## config.mk

```make
export PLATFORM = sky130hd
export DESIGN_NAME = byte_word_packer_flat
export DESIGN_NICKNAME = d
export VERILOG_FILES = /design/src/rtl/byte_word_packer_pkg.sv /design/src/rtl/byte_word_packer_if.sv /design/src/rtl/byte_word_packer_lane_decoder.sv /design/src/rtl/byte_word_packer.sv /design/src/flat_wrapper.sv
export SDC_FILE = /design/constraint.sdc
export NUM_CORES = 1
export LEC_CHECK = 0
export CAP_MARGIN = 20
export CORE_MARGIN = 8
export CORE_UTILIZATION = 25
export CTS_CLUSTER_DIAMETER = 60
export CTS_CLUSTER_SIZE = 20
export DETAILED_ROUTE_END_ITERATION = 7
export SYNTH_ARGS = -nofsm -noshare
export SYNTH_HDL_FRONTEND = slang
export SYNTH_SLANG_ARGS = --single-unit
```

## constraint.sdc

```tcl
create_clock -name clk -period 2.8 [get_ports clk]
set_clock_uncertainty 0.2 [all_clocks]
set_input_delay 0.56 -clock clk [delete_from_list [all_inputs] [get_ports clk]]
set_output_delay 0.56 -clock clk [all_outputs]
set_load 0.03 [all_outputs]
```

## src/rtl/byte_word_packer_pkg.sv

```systemverilog
// Shared types and helpers for the byte-to-word packer.
package packer_pkg;

    localparam int DEF_BYTE_W     = 8;
    localparam int DEF_WORD_BYTES = 4;
    localparam int DEF_WORD_W     = DEF_BYTE_W * DEF_WORD_BYTES;

    typedef logic [DEF_BYTE_W-1:0]     byte_t;
    typedef logic [DEF_WORD_W-1:0]     word_t;
    typedef logic [DEF_WORD_BYTES-1:0] keep_t;

    // Lane that receives the k-th byte of a word for the given byte order.
    function automatic int lane_of(input int k, input logic big_endian,
                                   input int nBytes = DEF_WORD_BYTES);
        return big_endian ? (nBytes - 1 - k) : k;
    endfunction

endpackage

```

## src/rtl/byte_word_packer_if.sv

```systemverilog
// Byte-in / word-out stream bundle; slave is the packer view, master the
// producer/consumer view around it.
interface byte_word_packer_if
    import packer_pkg::*;
#(
    parameter int BYTE_W     = DEF_BYTE_W,
    parameter int WORD_BYTES = DEF_WORD_BYTES
);

    logic [BYTE_W-1:0]            in_data;
    logic                         in_valid;
    logic                         in_last;
    logic                         in_ready;
    logic [BYTE_W*WORD_BYTES-1:0] out_data;
    logic [WORD_BYTES-1:0]        out_keep;
    logic                         out_last;
    logic                         out_valid;
    logic                         out_ready;

    modport master (
        output in_data, in_valid, in_last, out_ready,
        input  in_ready, out_data, out_keep, out_last, out_valid
    );

    modport slave (
        input  in_data, in_valid, in_last, out_ready,
        output in_ready, out_data, out_keep, out_last, out_valid
    );

endinterface

```

## src/rtl/byte_word_packer_lane_decoder.sv

```systemverilog
// Turns the byte position within a word and the byte order into a one-hot
// lane write enable.
module byte_lane_decoder
    import packer_pkg::*;
#(
    parameter int WORD_BYTES = DEF_WORD_BYTES
) (
    input  logic [$clog2(WORD_BYTES)-1:0] fill_i,
    input  logic                          big_endian_i,
    output logic [WORD_BYTES-1:0]         lane_en_o
);

    // Raise exactly the lane that the current byte position maps to.
    always_comb begin
        lane_en_o = '0;
        for (int l = 0; l < WORD_BYTES; l++) begin
            if (l == lane_of(int'(fill_i), big_endian_i, WORD_BYTES)) begin
                lane_en_o[l] = 1'b1;
            end
        end
    end

endmodule

```

## src/rtl/byte_word_packer.sv

```systemverilog
// Packs a byte stream into words with per-word byte order, partial-word
// flush on in_last and full-rate streaming through a single output register.
module byte_word_packer
    import packer_pkg::*;
#(
    parameter int BYTE_W     = DEF_BYTE_W,
    parameter int WORD_BYTES = DEF_WORD_BYTES
) (
    input  logic                          clk,
    input  logic                          rst_n,
    input  logic                          big_endian,
    output logic [$clog2(WORD_BYTES)-1:0] fill_count,
    byte_word_packer_if.slave             bus
);

    localparam int                WORD_W   = BYTE_W * WORD_BYTES;
    localparam int                FILL_W   = $clog2(WORD_BYTES);
    localparam logic [FILL_W-1:0] LAST_POS = FILL_W'(WORD_BYTES - 1);

    logic [WORD_W-1:0]     accData_q, accData_d;
    logic [WORD_BYTES-1:0] accKeep_q, accKeep_d;
    logic                  order_q, order_d;
    logic [FILL_W-1:0]     fill_q, fill_d;
    logic [WORD_W-1:0]     outData_q, outData_d;
    logic [WORD_BYTES-1:0] outKeep_q, outKeep_d;
    logic                  outLast_q, outLast_d;
    logic                  outValid_q, outValid_d;

    logic                  inReady;
    logic                  accept;
    logic                  complete;
    logic                  laneOrder;
    logic [WORD_BYTES-1:0] laneEn;
    logic [WORD_W-1:0]     mergedData;
    logic [WORD_BYTES-1:0] mergedKeep;

    // The first byte of a word uses the live order input; later bytes use
    // the order latched when that first byte was taken.
    assign laneOrder = (fill_q == '0) ? big_endian : order_q;
    assign inReady   = !outValid_q || bus.out_ready;
    assign accept    = bus.in_valid && inReady;
    assign complete  = (fill_q == LAST_POS) || bus.in_last;

    byte_lane_decoder #(
        .WORD_BYTES (WORD_BYTES)
    ) u_lane_decoder (
        .fill_i       (fill_q),
        .big_endian_i (laneOrder),
        .lane_en_o    (laneEn)
    );

    // Accumulator contents with the incoming byte dropped into its lane.
    always_comb begin
        mergedData = accData_q;
        for (int l = 0; l < WORD_BYTES; l++) begin
            if (laneEn[l]) begin
                mergedData[l*BYTE_W +: BYTE_W] = bus.in_data;
            end
        end
        mergedKeep = accKeep_q | laneEn;
    end

    // Next state: drain the output word, grow the accumulator, or move a
    // completed word into the output register (reloading on the drain edge).
    always_comb begin
        accData_d  = accData_q;
        accKeep_d  = accKeep_q;
        order_d    = order_q;
        fill_d     = fill_q;
        outData_d  = outData_q;
        outKeep_d  = outKeep_q;
        outLast_d  = outLast_q;
        outValid_d = outValid_q;

        if (outValid_q && bus.out_ready) begin
            outValid_d = 1'b0;
        end

        if (accept) begin
            if (fill_q == '0) begin
                order_d = big_endian;
            end
            if (complete) begin
                outData_d  = mergedData;
                outKeep_d  = mergedKeep;
                outLast_d  = bus.in_last;
                outValid_d = 1'b1;
                accData_d  = '0;
                accKeep_d  = '0;
                fill_d     = '0;
            end else begin
                accData_d = mergedData;
                accKeep_d = mergedKeep;
                fill_d    = fill_q + 1'b1;
            end
        end
    end

    // State registers; reset drops any partial or pending word.
    always_ff @(posedge clk or negedge rst_n) begin
        if (!rst_n) begin
            accData_q  <= '0;
            accKeep_q  <= '0;
            order_q    <= 1'b0;
            fill_q     <= '0;
            outData_q  <= '0;
            outKeep_q  <= '0;
            outLast_q  <= 1'b0;
            outValid_q <= 1'b0;
        end else begin
            accData_q  <= accData_d;
            accKeep_q  <= accKeep_d;
            order_q    <= order_d;
            fill_q     <= fill_d;
            outData_q  <= outData_d;
            outKeep_q  <= outKeep_d;
            outLast_q  <= outLast_d;
            outValid_q <= outValid_d;
        end
    end

    assign bus.in_ready  = inReady;
    assign bus.out_data  = outData_q;
    assign bus.out_keep  = outKeep_q;
    assign bus.out_last  = outLast_q;
    assign bus.out_valid = outValid_q;
    assign fill_count    = fill_q;

endmodule
```

## src/flat_wrapper.sv

```systemverilog
// flat-port wrapper written by rule: the top's interface ports become plain ports
module byte_word_packer_flat import packer_pkg::*;
#(
    parameter int BYTE_W     = DEF_BYTE_W,
    parameter int WORD_BYTES = DEF_WORD_BYTES
)
  (clk, rst_n, big_endian, fill_count, bus_in_data, bus_in_valid, bus_in_last, bus_out_ready, bus_in_ready, bus_out_data, bus_out_keep, bus_out_last, bus_out_valid);
  byte_word_packer_if #(.BYTE_W(BYTE_W), .WORD_BYTES(WORD_BYTES)) bus_i ();
  input  logic clk;
  input  logic rst_n;
  input  logic big_endian;
  output logic [$clog2(WORD_BYTES)-1:0] fill_count;
  input wire logic [$bits(bus_i.in_data)-1:0] bus_in_data;
  input wire logic [$bits(bus_i.in_valid)-1:0] bus_in_valid;
  input wire logic [$bits(bus_i.in_last)-1:0] bus_in_last;
  input wire logic [$bits(bus_i.out_ready)-1:0] bus_out_ready;
  output wire logic [$bits(bus_i.in_ready)-1:0] bus_in_ready;
  output wire logic [$bits(bus_i.out_data)-1:0] bus_out_data;
  output wire logic [$bits(bus_i.out_keep)-1:0] bus_out_keep;
  output wire logic [$bits(bus_i.out_last)-1:0] bus_out_last;
  output wire logic [$bits(bus_i.out_valid)-1:0] bus_out_valid;
  assign bus_i.in_data = bus_in_data;
  assign bus_i.in_valid = bus_in_valid;
  assign bus_i.in_last = bus_in_last;
  assign bus_i.out_ready = bus_out_ready;
  assign bus_in_ready = bus_i.in_ready;
  assign bus_out_data = bus_i.out_data;
  assign bus_out_keep = bus_i.out_keep;
  assign bus_out_last = bus_i.out_last;
  assign bus_out_valid = bus_i.out_valid;
  byte_word_packer #(.BYTE_W(BYTE_W), .WORD_BYTES(WORD_BYTES)) u_core (.clk(clk), .rst_n(rst_n), .big_endian(big_endian), .fill_count(fill_count), .bus(bus_i));
endmodule
```

==> flow_summary.json <==
{
  "antenna_found_initial": 0,
  "crit_type": "primary input to primary output",
  "die_y_um": 131,
  "peakVddDrop_uv": 322,
  "grt_pass1_wl_um": 12900,
  "drt_first_pass_iters": 4,
  "reg2reg_slack_ns": 0.35,
  "cap_violations": 0,
  "placed_cell_area_mm2": 0.00407,
  "min_period_over_period": 0.921,
  "cp_num_buf_inv": 2,
  "nNetsFinal": 353,
  "post-route-min-period_ns": 2.58,
  "cp_top_family": "buffers and inverters",
  "die_w_um": 131,
  "p_leak_nw": 2.04,
  "start_util": 0.253,
  "cts.sinks": 77,
  "postRouteAntennaNets": 0,
  "ioPinCount": 55,
  "hold_violations": 0,
  "gr-total-overflow": 0,
  "ys_warn_count": 0,
  "cp_slowest_stage_delay_ns": 0.68,
  "path_cells": "clkdlybuf4s50_1, nand2b_1, clkdlybuf4s50_1",
  "rsz0062_at_grt": "false",
  "numCtsBuffers": 9,
  "crit_fanout": 2,
  "hold_path_class": "primary input to async pin",
  "routed_wl_um": 8070,
  "post-cts-setup-buffer-count": 0,
  "finalSetupViolCount": 0,
  "synthCells": 282,
  "grt_usage": 0.0983,
  "yosysUniqueCellTypes": 30,
  "port_buffers": 54,
  "clk_pin_slew_ns": 0.06,
  "stdcell_count": 518,
  "dieArea_mm2": 0.0172,
  "clockBufferDepth": 2,
  "setup_ws_ns": 0.220,
  "dp_hpwl_um": 5610,
  "slowest_stage": "clkdlybuf4s50_1",
  "crit-reg2reg-launch": "u_core.fill_count[0]",
  "drv_slew": 0,
  "drt-wirelength-per-cell_um": 15.6,
  "powerDensity_mw_per_mm2": 1070,
  "place_ws_ns": 0.213,
  "r2r_end": "u_core.bus.out_data[6]",
  "fin_setup_tns_ns": 0,
  "row_count": 42,
  "cp.arrival_ns": 1.82,
  "grt_pass1_vias": 2325,
  "cts_tree": "done",
  "grt_max_degree": 68,
  "slew_headroom": 0.639,
  "final_area_mm2": 0.00442,
  "max_freq_ghz": 0.388,
  "start_kind": "primary input",
  "clkLatencyLatePin_ns": 0.33,
  "synth_seq_cells": 77,
  "placedCellCount": 502,
  "cts-root-buf": "clkbuf_16",
  "syn_area_mm2": 0.00331,
  "gp_congestion": 0.733,
  "htreeDepth": 3,
  "cp.required_ns": 2.04,
  "avgSynthCellArea_um2": 11.7,
  "status": "completed",
  "hold_buffers": 0,
  "cpMostUsedCell": "clkdlybuf4s50_1",
  "fp.coreArea_mm2": 0.0131,
  "cts_resized": 0,
  "n_antenna_cell": 0,
  "r2r.worst_path.cells": 7,
  "vias": 2283,
  "tightest_slew_ns": 0.541,
  "drc_errors": 0,
  "synthesis.nets": 298,
  "crit_path_end_kind": "primary output",
  "drt_iter0_markers": 136,
  "syn_to_final_growth_pct": 33.5,
  "seq_area_frac_synth": 0.582,
  "drive_above_1_share": 0.114,
  "power.total_mw": 4.74,
  "vias_per_cell": 4.41
}
worst max-delay path by stage:
stage	startpoint	end	slack, ns	cells past startpoint
after floorplan	u_core.fill_count[0]	u_core.accData_q[24]	0.52	6
after global placement	bus_out_ready	bus_in_ready	0.23	3
after detailed placement	big_endian	u_core.bus.out_data[6]	0.21	6
after CTS	bus_out_ready	bus_in_ready	0.21	3
after global routing	u_core.fill_count[1]	u_core.bus.out_data[5]	0.17	7
final	bus_out_ready	bus_in_ready	0.22	3
cell families after synthesis:
logic type,Yosys count,synth area share
compound gates,79,0.165
fa+ha+maj,2,0.00756
mux,38,0.124
flops,77,0.582
buf+inv,23,0.0378
simple gates,63,0.0832
worst reg2reg max path: stages (launching register included):
cell and delay [ns]:
dfrtp_1 0.46, inv_1 0.10, ha_1 0.23, mux2i_4 0.37
mux2i_2 0.46, buf_4 0.23, mux2i_1 0.20, o21ai_1 0.08
cells in the mapped netlist, drive strengths merged:
cell type   n  share of area
or2         1         0.0019
a21o        3         0.0091
mux2        2         0.0079
o21ai      36          0.056
nand3       2         0.0030
nor2       14          0.020
nand2b      1         0.0019
o21a        3         0.0068
nand3b      1         0.0023
nand2      39          0.044
inv         2         0.0023
a21oi       4         0.0061
clkbuf     15          0.017
nor2b       3         0.0057
mux2i      36           0.12
and3b       1         0.0026
dfrtp      77           0.58
and2        1         0.0019
buf         6          0.019
a22o       33          0.087
ha          2         0.0076
final cells by class:
cell class / count / area, um^2
Timing Repair Buffer: 65 / 658
Clock inverter: 6 / 110
Sequential cell: 77 / 1930
Inverter: 2 / 7.51
Multi-Input combinational cell: 182 / 1260
Fill cell: 1315 / 8670
Tap cell: 176 / 220
Clock buffer: 10 / 239
routing by layer:
metal / vias up / global-route usage / share of wire / wire length, um
met2: 50 / 0.153 / 0.47 / 3770
met1: 1119 / 0.120 / 0.46 / 3700
met5: - / 0 / 0 / 0
met4: 0 / 0.0432 / 0.015 / 124
met3: 8 / 0.0345 / 0.058 / 467
li1: 1106 / - / - / -
power breakdown:
group / switching [mW] / internal (mW) / total, mW
clock: 0.453 / 0.893 / 1.35
sequential: 0.200 / 1.44 / 1.64
combinational: 0.975 / 0.779 / 1.75
total: 1.63 / 3.11 / 4.74
stage by stage:
| stage | hold slack, ns | utilization |
|---|---|---|
| finish | 0.00942 | 0.338 |
| global route | 0.0454 | 0.338 |
| CTS | 0.0286 | 0.338 |
| detailed placement | 0.261 | 0.311 |
| global placement | 0.259 | 0.311 |
| floorplan | 0.0644 | - |
placed cells by master (no fill, tap or decap), types with 2 or more instances in the layout:
master           netlist  final
mux2i_1               32     32
nand2_1               39     39
a21oi_1                4      4
ha_1                   2      2
dfrtp_1               77     77
nor2_2                 2      2
clkdlybuf4s50_1        0     53
o21ai_0                2      2
nor2_1                11     11
clkbuf_16              0      9
a21o_1                 2      2
bufinv_16              0      3
nor2b_1                3      3
mux2i_2                3      3
o21a_1                 3      3
buf_12                 0      3
o21ai_1               33     33
nand3_1                2      2
a22o_1                33     33
inv_1                  2      2
clkinvlp_4             0      2
buf_4                  0      9
state kept, by name, summed over array words and instances, names as in the netlist:
| signal | flops |
|---|---|
| u_core.bus.out_keep | 4 |
| u_core.accData_q | 32 |
| u_core.accKeep_q | 4 |
| u_core.bus.out_data | 32 |
| u_core.bus.out_valid | 1 |
| u_core.bus.out_last | 1 |
| u_core.order_q | 1 |
| u_core.fill_count | 2 |
Note: power is estimated with default switching activity, not from simulation.
